$ cat src/rtl/bcd_to_unsigned_if.sv
// Handshake bundle between a requester and the BCD-to-binary converter.
// The converter attaches through the slave modport.
interface bcd_to_unsigned_if #(
  parameter int N_DIGITS  = 8,
  parameter int OUT_WIDTH = 32
);
  logic                    trigger;
  logic [4*N_DIGITS-1:0]   bcd;
  logic                    idle;
  logic                    done;
  logic [OUT_WIDTH-1:0]    out;
  logic                    error;
  logic                    overflow;

  modport master (output trigger, bcd, input idle, done, out, error, overflow);
  modport slave  (input trigger, bcd, output idle, done, out, error, overflow);
endinterface

$ cat src/rtl/bcd_to_unsigned.sv
// Sequential packed-BCD to unsigned binary converter (reverse double-dabble):
// one bit per cycle is shifted out of the BCD word into the binary accumulator.
module bcd_to_unsigned #(
  parameter int N_DIGITS  = 8,
  parameter int OUT_WIDTH = 32
) (
  input  logic               clk,
  input  logic               reset,
  bcd_to_unsigned_if.slave   bus
);
  localparam int BCD_W = 4 * N_DIGITS;
  localparam int CNT_W = $clog2(BCD_W + 1);
  localparam int EXT_W = (BCD_W > OUT_WIDTH) ? BCD_W : OUT_WIDTH;
  localparam logic [CNT_W-1:0] LAST_STEP = CNT_W'(BCD_W - 1);

  typedef enum logic [1:0] {
    ST_IDLE    = 2'd0,
    ST_CONVERT = 2'd1,
    ST_DONE    = 2'd2
  } state_t;

  function automatic logic has_bad_digit(input logic [BCD_W-1:0] v);
    logic bad;
    bad = 1'b0;
    for (int i = 0; i < N_DIGITS; i++) begin
      bad = bad | (v[4*i +: 4] > 4'd9);
    end
    return bad;
  endfunction

  // After a right shift, a digit >= 8 received a borrowed 10 worth 8, so take 3 back.
  function automatic logic [BCD_W-1:0] dabble_fix(input logic [BCD_W-1:0] v);
    logic [BCD_W-1:0] r;
    for (int i = 0; i < N_DIGITS; i++) begin
      r[4*i +: 4] = (v[4*i +: 4] >= 4'd8) ? (v[4*i +: 4] - 4'd3) : v[4*i +: 4];
    end
    return r;
  endfunction

  state_t               state_r, state_s;
  logic [BCD_W-1:0]     bcd_r, bcd_s, acc_r, acc_s;
  logic [CNT_W-1:0]     cnt_r, cnt_s;
  logic [OUT_WIDTH-1:0] out_r, out_s;
  logic                 error_r, error_s, overflow_r, overflow_s;
  logic                 idle_r, idle_s, done_r, done_s;
  logic [BCD_W-1:0]     shift_bcd_s, shift_acc_s;
  logic [EXT_W-1:0]     ext_s;
  logic                 bad_s;

  assign bad_s       = has_bad_digit(bus.bcd);
  assign shift_bcd_s = dabble_fix({1'b0, bcd_r[BCD_W-1:1]});
  assign shift_acc_s = {bcd_r[0], acc_r[BCD_W-1:1]};
  assign ext_s       = EXT_W'(shift_acc_s);

  // State register.
  always_ff @(posedge clk or posedge reset) begin
    if (reset) begin
      state_r <= ST_IDLE;
    end else begin
      state_r <= state_s;
    end
  end

  // Next-state decode.
  always_comb begin
    state_s = state_r;
    case (state_r)
      ST_IDLE: begin
        if (bus.trigger) begin
          state_s = bad_s ? ST_DONE : ST_CONVERT;
        end else begin
          state_s = ST_IDLE;
        end
      end
      ST_CONVERT: begin
        if (cnt_r == LAST_STEP) begin
          state_s = ST_DONE;
        end else begin
          state_s = ST_CONVERT;
        end
      end
      ST_DONE: state_s = ST_IDLE;
      default: state_s = ST_IDLE;
    endcase
  end

  // Datapath and result next-values.
  always_comb begin
    bcd_s      = bcd_r;
    acc_s      = acc_r;
    cnt_s      = cnt_r;
    out_s      = out_r;
    error_s    = error_r;
    overflow_s = overflow_r;
    case (state_r)
      ST_IDLE: begin
        if (bus.trigger) begin
          bcd_s = bus.bcd;
          acc_s = '0;
          cnt_s = '0;
          if (bad_s) begin
            out_s      = '0;
            error_s    = 1'b1;
            overflow_s = 1'b0;
          end else begin
            out_s      = out_r;
            error_s    = error_r;
            overflow_s = overflow_r;
          end
        end else begin
          bcd_s = bcd_r;
          acc_s = acc_r;
          cnt_s = cnt_r;
        end
      end
      ST_CONVERT: begin
        bcd_s = shift_bcd_s;
        acc_s = shift_acc_s;
        cnt_s = cnt_r + CNT_W'(1);
        // Anything above OUT_WIDTH in the accumulator is lost to truncation.
        if (cnt_r == LAST_STEP) begin
          out_s      = ext_s[OUT_WIDTH-1:0];
          error_s    = 1'b0;
          overflow_s = |(ext_s >> OUT_WIDTH);
        end else begin
          out_s      = out_r;
          error_s    = error_r;
          overflow_s = overflow_r;
        end
      end
      ST_DONE: begin
        cnt_s = cnt_r;
      end
      default: begin
        cnt_s = '0;
      end
    endcase
    idle_s = (state_s == ST_IDLE);
    done_s = (state_s == ST_DONE);
  end

  // Datapath and output registers.
  always_ff @(posedge clk or posedge reset) begin
    if (reset) begin
      bcd_r      <= '0;
      acc_r      <= '0;
      cnt_r      <= '0;
      out_r      <= '0;
      error_r    <= 1'b0;
      overflow_r <= 1'b0;
      idle_r     <= 1'b1;
      done_r     <= 1'b0;
    end else begin
      bcd_r      <= bcd_s;
      acc_r      <= acc_s;
      cnt_r      <= cnt_s;
      out_r      <= out_s;
      error_r    <= error_s;
      overflow_r <= overflow_s;
      idle_r     <= idle_s;
      done_r     <= done_s;
    end
  end

  assign bus.idle     = idle_r;
  assign bus.done     = done_r;
  assign bus.out      = out_r;
  assign bus.error    = error_r;
  assign bus.overflow = overflow_r;
endmodule

$ cat src/flat_wrapper.sv
// flat-port wrapper written by rule: the top's interface ports become plain ports
module bcd_to_unsigned_flat 
#(
  parameter int N_DIGITS  = 8,
  parameter int OUT_WIDTH = 32
)
  (clk, reset, bus_trigger, bus_bcd, bus_idle, bus_done, bus_out, bus_error, bus_overflow);
  bcd_to_unsigned_if #(.N_DIGITS(N_DIGITS), .OUT_WIDTH(OUT_WIDTH)) bus_i ();
  input  logic clk;
  input  logic reset;
  input wire logic [$bits(bus_i.trigger)-1:0] bus_trigger;
  input wire logic [$bits(bus_i.bcd)-1:0] bus_bcd;
  output wire logic [$bits(bus_i.idle)-1:0] bus_idle;
  output wire logic [$bits(bus_i.done)-1:0] bus_done;
  output wire logic [$bits(bus_i.out)-1:0] bus_out;
  output wire logic [$bits(bus_i.error)-1:0] bus_error;
  output wire logic [$bits(bus_i.overflow)-1:0] bus_overflow;
  assign bus_i.trigger = bus_trigger;
  assign bus_i.bcd = bus_bcd;
  assign bus_idle = bus_i.idle;
  assign bus_done = bus_i.done;
  assign bus_out = bus_i.out;
  assign bus_error = bus_i.error;
  assign bus_overflow = bus_i.overflow;
  bcd_to_unsigned #(.N_DIGITS(N_DIGITS), .OUT_WIDTH(OUT_WIDTH)) u_core (.clk(clk), .reset(reset), .bus(bus_i));
endmodule
$ cat config.mk
export PLATFORM = sky130hd
export DESIGN_NAME = bcd_to_unsigned_flat
export DESIGN_NICKNAME = d
export VERILOG_FILES = /design/src/rtl/bcd_to_unsigned_if.sv /design/src/rtl/bcd_to_unsigned.sv /design/src/flat_wrapper.sv
export SDC_FILE = /design/constraint.sdc
export NUM_CORES = 1
export LEC_CHECK = 0
export CAP_MARGIN = 20
export CORE_MARGIN = 2
export CORE_UTILIZATION = 45
export CTS_BUF_LIST = sky130_fd_sc_hd__clkbuf_2 sky130_fd_sc_hd__clkbuf_4 sky130_fd_sc_hd__clkbuf_8
export DETAILED_ROUTE_END_ITERATION = 10
export GPL_TIMING_DRIVEN = 0
export PLACE_DENSITY = 0.74
export SYNTH_ARGS = -nofsm -noshare
export SYNTH_HDL_FRONTEND = slang
export SYNTH_SLANG_ARGS = --single-unit
$ cat constraint.sdc
create_clock -name clk -period 3.63 [get_ports clk]
set_input_delay 0.726 -clock clk [delete_from_list [all_inputs] [get_ports clk]]
set_output_delay 0.726 -clock clk [all_outputs]
set_load 0.005 [all_outputs]
==> run metrics, run 1 <==
slowest CP cell sky130_fd_sc_hd__o32ai_2; Max-Slew Margin vs Limit 0.483; clock-pin transition on the worst setup and hold timing paths 100 ps; Max Transition Viols Final 0; Final HPWL DP 7680 um; Yosys warning total 0; Layout area overhead 22.9%; unrepaired setup endpoints after global routing false; setup fix buffers added after clock tree synthesis 0; Hold Fails Final Rpt 0; result of the run finished clean; number of enable flip-flop cells after synthesis 0; Synth async-reset ratio 1.00; Critical Path Fanout Max 10; peak per-stage delay on the critical path 570 ps; total stage count of the critical path 6; detailed router's first-iteration violation count 198; vias in the first global route 3678; mean instance size in the synthesized netlist 11.0 um^2; Max Clock Skew 20.6 ps; data arrival time at the worst-slack endpoint 2780 ps; CP bufs+invs 2; global-route wire length before repair 18500 um; share of layout cells above drive strength 1 0.0624; total number of vias 3579; Seq/Total Area, Yosys 0.565; die area 0.0113 mm^2; post-synthesis instance area 0.00470 mm^2; kind of critical path input pin to register; post-synth net total 478; synthesized instance count 428; wire length reported by the detailed router 11200 um; cell chain of the critical path clkdlybuf4s50_1 > o21ai_0 > nand4_1 > o32ai_2 > buf_2 > a22o_1; IR drop worst, VDD 226 uV; number of non-filler instances in the completed layout 649; I/O pin count 71; CTS buffer count 9; count of cell types in the netlist 33; maximum clock insertion buffer count 2; antenna-violating nets left 0; Placement Rows 37; measured slew at the worst slew-check pin 774 ps; most used cells in the layout excluding fill and tap cells sky130_fd_sc_hd__dfrtp_1, sky130_fd_sc_hd__clkdlybuf4s50_1, sky130_fd_sc_hd__a22o_1; worst endpoint required time 3940 ps; height of the chip 106 um; Tmin final 2480 ps; number of clock sinks seen by CTS 106; initial standard-cell utilization of the core 0.459; leading cell type in the layout, fill and taps excluded sky130_fd_sc_hd__dfrtp_1; final weighted congestion in routability-driven placement 0.877; die span in x 106 um; Overflow after GRT 0; FF-to-FF setup slack 1560 ps; family of cells with the greatest summed delay on the critical path compound AO/OA/AOI/OAI gates; number of optimization iterations in the first detailed-route pass 4; detailed-route vias per instance 5.51; DRC 0; post-layout net count 558; global-route usage over all layers 0.208; TritonCTS clock tree done; placed instance count 633; category of the worst setup path launch point input pin; antenna diode instance count 0; maximum level of the CTS H-tree 3; Static Leak 2.65 nW; fraction of the cycle the final worst path needs 0.682; later-pin clock latency in the skew report 370 ps; fmax 0.404 GHz; minimum setup slack in the final design 1150 ps; # Max-Cap Violations 0; most common flop cell mapped by yosys sky130_fd_sc_hd__dfrtp_1; post-placement worst setup slack 843 ps; Root Buffer Master sky130_fd_sc_hd__clkbuf_8; largest net degree at the start of global routing 68; post-cts repair resize count 0; average routed wire per standard cell 17.2 um; hold-critical path depth 1; Worst setup EP type register; number of flip-flops and latches in the synthesized netlist 106; number of buffers inserted for hold repair after clock tree synthesis 0; count of final setup violators 0; count of input and output buffers 68; antenna violations before repair 0; kind of path behind the tightest hold check register to register; fill cell count 873; total core area 0.0102 mm^2; power density of the placed cells 426 mW/mm^2; Register-to-Register Path Depth 6
==> worst register-to-register path: stages (launching register included) <==
cell	delay (ps)
sky130_fd_sc_hd__dfrtp_1	420
sky130_fd_sc_hd__ha_1	210
sky130_fd_sc_hd__nand3_1	190
sky130_fd_sc_hd__nor4_4	400
sky130_fd_sc_hd__o32ai_2	280
sky130_fd_sc_hd__buf_2	260
sky130_fd_sc_hd__a22o_1	200
==> cells in the mapped netlist, types with 6 or more instances <==
cell type | number | area share
sky130_fd_sc_hd__buf_2 | 6 | 0.0064
sky130_fd_sc_hd__o211a_1 | 7 | 0.015
sky130_fd_sc_hd__mux2i_1 | 7 | 0.015
sky130_fd_sc_hd__nand2b_1 | 9 | 0.012
sky130_fd_sc_hd__a22o_1 | 63 | 0.12
sky130_fd_sc_hd__nor2_1 | 24 | 0.019
sky130_fd_sc_hd__ha_1 | 15 | 0.040
sky130_fd_sc_hd__nand2_1 | 52 | 0.042
sky130_fd_sc_hd__a21oi_1 | 15 | 0.016
sky130_fd_sc_hd__a31oi_1 | 10 | 0.013
sky130_fd_sc_hd__o21ai_0 | 24 | 0.026
sky130_fd_sc_hd__o22ai_1 | 14 | 0.019
sky130_fd_sc_hd__clkbuf_1 | 15 | 0.012
sky130_fd_sc_hd__xnor2_1 | 14 | 0.026
sky130_fd_sc_hd__dfrtp_1 | 105 | 0.56
sky130_fd_sc_hd__inv_1 | 19 | 0.015
==> cell families (layout without fill, tap and decap cells) <==
kind of cell / count (synthesis) / after routing / synth area share
adders and majority gates: 15 / 15 / 0.0399
and+or+nand+nor: 95 / 95 / 0.0879
other: 1 / 1 / 0.000798
DFF: 106 / 106 / 0.565
muxes: 8 / 8 / 0.0173
xor gates and xnor gates: 18 / 18 / 0.0335
AOI/OAI and AO/OA: 137 / 137 / 0.214
buffers and inverters: 48 / 133 / 0.0415
==> cell type report <==
cell class	instances	area, um^2	share of cell area
Inverter	21	81.3	0.0141
Clock inverter	7	70.1	0.0121
Buffer	27	116	0.0202
Timing Repair Buffer	69	708	0.123
Clock buffer	9	124	0.0215
Tap cell	136	170	0.0295
Sequential cell	106	2650	0.460
Multi-Input combinational cell	274	1850	0.320
==> power breakdown <==
part	switching, mW	leakage [nW]	internal [mW]
combinational	0.221	1.15	0.177
sequential	0.0935	1.40	1.26
clock	0.441	0.0940	0.269
==> registers in the layout, indices dropped and copies added, names as in the netlist <==
name / flops
u_core.bcd_r: 32
u_core.bus.out: 32
u_core.acc_r: 31
u_core.cnt_r: 6
u_core.state_r: 2
u_core.bus.done: 1
u_core.bus.error: 1
u_core.bus.idle: 1
==> metal layers <==
layer	global-route usage	share of wire	wire length (um)	up-vias
li1	-	-	-	1668
met1	0.288	0.45	5050	1777
met2	0.330	0.47	5230	123
met3	0.0509	0.069	772	11
met4	0.0573	0.0097	108	0
met5	0	0	0	-
==> final timing paths <==
kind / end / from
setup / recovery: u_core.bus.out[18] / bus_bcd[13]
hold reg to reg: u_core.bus.out[5] / u_core.bus.out[5]
min in group asynchronous: u_core.bus.out[1] / reset
hold / removal: u_core.bus.out[5] / u_core.bus.out[5]
setup reg to reg: u_core.bus.out[18] / u_core.cnt_r[0]
max in group asynchronous: u_core.bus.out[25] / reset
==> stage by stage <==
stage | hold WS [ps] | total power [mW] | utilization | instance area [um^2] | setup TNS, ps
after floorplan | 450 | 1.63 | - | 4700 | 0
after global placement | 466 | 1.75 | 0.542 | 5550 | -141060
after detailed placement | 482 | 1.77 | 0.545 | 5580 | 0
after CTS | 517 | 2.48 | 0.564 | 5770 | 0
after global routing | 531 | 2.59 | 0.564 | 5770 | 0
final | 511 | 2.46 | 0.564 | 5770 | 0
Note: power is estimated with default switching activity, not from simulation.
==> run 2: changes to the inputs <==
==> constraint.sdc (replaced) <==
create_clock -name clk -period 2.11 [get_ports clk]
set_input_delay 0.422 -clock clk [delete_from_list [all_inputs] [get_ports clk]]
set_output_delay 0.422 -clock clk [all_outputs]
set_load 0.005 [all_outputs]
==> run 2 against run 1 <==
  * Clock-buffer cell count increased by 1
  * Clock power is 89% higher
  * Critical path depth unchanged
  * First-iteration DRC count shrank 29%
  * Hold slack got worse by 130 ps
  * Sequential power rose by 73%
  * Utilization up 0.57 points
  * Wire length barely moved
  * Die area stayed put
  * Register-to-register slack got worse by 1400 ps
  * Via count decreased by 0.89%
  * Combinational power increased by 73%
==> run metrics, run 2 (synthesis results as in run 1) <==
total core area 0.0102 mm^2; Tmin final 2000 ps; later-pin clock latency in the skew report 370 ps; most used cells in the layout excluding fill and tap cells sky130_fd_sc_hd__dfrtp_1, sky130_fd_sc_hd__clkdlybuf4s50_1, sky130_fd_sc_hd__a22o_1; CTS buffer count 9; unrepaired setup endpoints after global routing true; Worst setup EP type register; startpoint of the lowest-slack register-to-register path u_core.cnt_r[0]; power density of the placed cells 748 mW/mm^2; category of the worst setup path launch point register; data arrival time at the worst-slack endpoint 2300 ps; Max Clock Skew 14.6 ps; FF-to-FF setup slack 110 ps; initial standard-cell utilization of the core 0.459; IR drop worst, VDD 587 uV; kind of path behind the tightest hold check input pin to register; count of input and output buffers 68; detailed-route vias per instance 5.45; vias in the first global route 3560; Final HPWL DP 7650 um; Register-to-Register Path Depth 6; largest net degree at the start of global routing 44; total number of vias 3547; kind of critical path register to register; maximum level of the CTS H-tree 3; clock-pin transition on the worst setup and hold timing paths 110 ps; wire length reported by the detailed router 11200 um; post-layout net count 560; source of the worst hold timing path bus_trigger; Static Leak 2.68 nW; fmax 0.501 GHz; antenna violations before repair 0; fraction of the cycle the final worst path needs 0.946; count of final setup violators 0; Max-Slew Margin vs Limit 0.588; Overflow after GRT 0; leading cell type in the layout, fill and taps excluded sky130_fd_sc_hd__dfrtp_1; number of buffers inserted for hold repair after clock tree synthesis 0; worst endpoint required time 2420 ps; number of optimization iterations in the first detailed-route pass 4; die area 0.0113 mm^2; Root Buffer Master sky130_fd_sc_hd__clkbuf_8; Hold Fails Final Rpt 0; post-layout power 4.36 mW; measured slew at the worst slew-check pin 617 ps; Critical Path Fanout Max 10; result of the run finished clean; share of layout cells above drive strength 1 0.0718; final weighted congestion in routability-driven placement 0.872; detailed router's first-iteration violation count 140; Max Transition Viols Final 0; worst r2r dst u_core.bus.out[15]; final setup TNS 0 ps; antenna-violating nets left 0; TritonCTS clock tree done; die span in x 106 um; Placement Rows 37; # Max-Cap Violations 0; hold-critical path depth 2; DRC 0; antenna diode instance count 0; maximum clock insertion buffer count 2; global-route wire length before repair 18200 um; number of clock sinks seen by CTS 106; I/O pin count 71; global-route usage over all layers 0.205; Worst Hold Path EP u_core.state_r[0]; Layout area overhead 24.1%; height of the chip 106 um; average routed wire per standard cell 17.2 um
run 2: cell count changes in the layout (fill, tap and decap cells not counted), moves of 2 or more:
cell                       delta
sky130_fd_sc_hd__inv_8        -2
sky130_fd_sc_hd__buf_12       +2
sky130_fd_sc_hd__clkbuf_1     -2
sky130_fd_sc_hd__clkbuf_2     +2
sky130_fd_sc_hd__inv_6        +2
run 2: where the power goes:
group / switching, mW / internal (mW)
Sequential: 0.159 / 2.17
Clock: 0.753 / 0.590
Combinational: 0.383 / 0.308
run 2: worst max-delay path, cell delays in order, from the launching register on:
cell and delay (ps):
sky130_fd_sc_hd__dfrtp_1 420, sky130_fd_sc_hd__ha_1 210, sky130_fd_sc_hd__nand3_1 180, sky130_fd_sc_hd__nor4_4 340, sky130_fd_sc_hd__buf_4 210, sky130_fd_sc_hd__clkbuf_1 350, sky130_fd_sc_hd__a22o_1 220
run 2: through the flow:
step	instances	utilization	hold slack [ps]	worst slack, ps	cell area [um^2]
floorplan	428	-	450	415	4700
detailed placement	634	0.547	480	-328	5590
global placement	632	0.543	466	-600	5550
global route	651	0.570	385	-16.8	5830
finish	651	0.570	383	115	5830
CTS	650	0.568	366	43.2	5810
run 2: metal layers:
layer | vias to the layer above | track usage | routed length (um)
li1 | 1670 | - | -
met1 | 1762 | 0.287 | 5160
met2 | 102 | 0.317 | 5190
met3 | 13 | 0.0570 | 689
met4 | 0 | 0.0498 | 135
met5 | - | 0 | 0
run 2: worst max path at each step:
stage	from	end	slack (ps)	depth (start not counted)
floorplan	reset	u_core.acc_r[10]	420	1
global placement	reset	u_core.bcd_r[2]	-600	2
global route	u_core.cnt_r[0]	u_core.bus.out[15]	-20	6
detailed placement	bus_bcd[14]	u_core.bus.out[4]	-330	6
CTS	bus_bcd[14]	u_core.bus.out[12]	40	6
finish	u_core.cnt_r[0]	u_core.bus.out[15]	110	6
run 2: cell type report:
class / count / area [um^2]
Inverter: 21 / 82.6
Clock inverter: 6 / 82.6
Buffer: 27 / 119
Timing Repair Buffer: 71 / 728
Clock buffer: 10 / 131
Sequential cell: 106 / 2650
Fill cell: 875 / 4400
Tap cell: 136 / 170
Multi-Input combinational cell: 274 / 1870
run 2: what timing repair did:
item / CTS / global route
setup buffers: 0 / 1
resized for setup: 0 / 6
endpoints found under the setup margin: 0 / 30
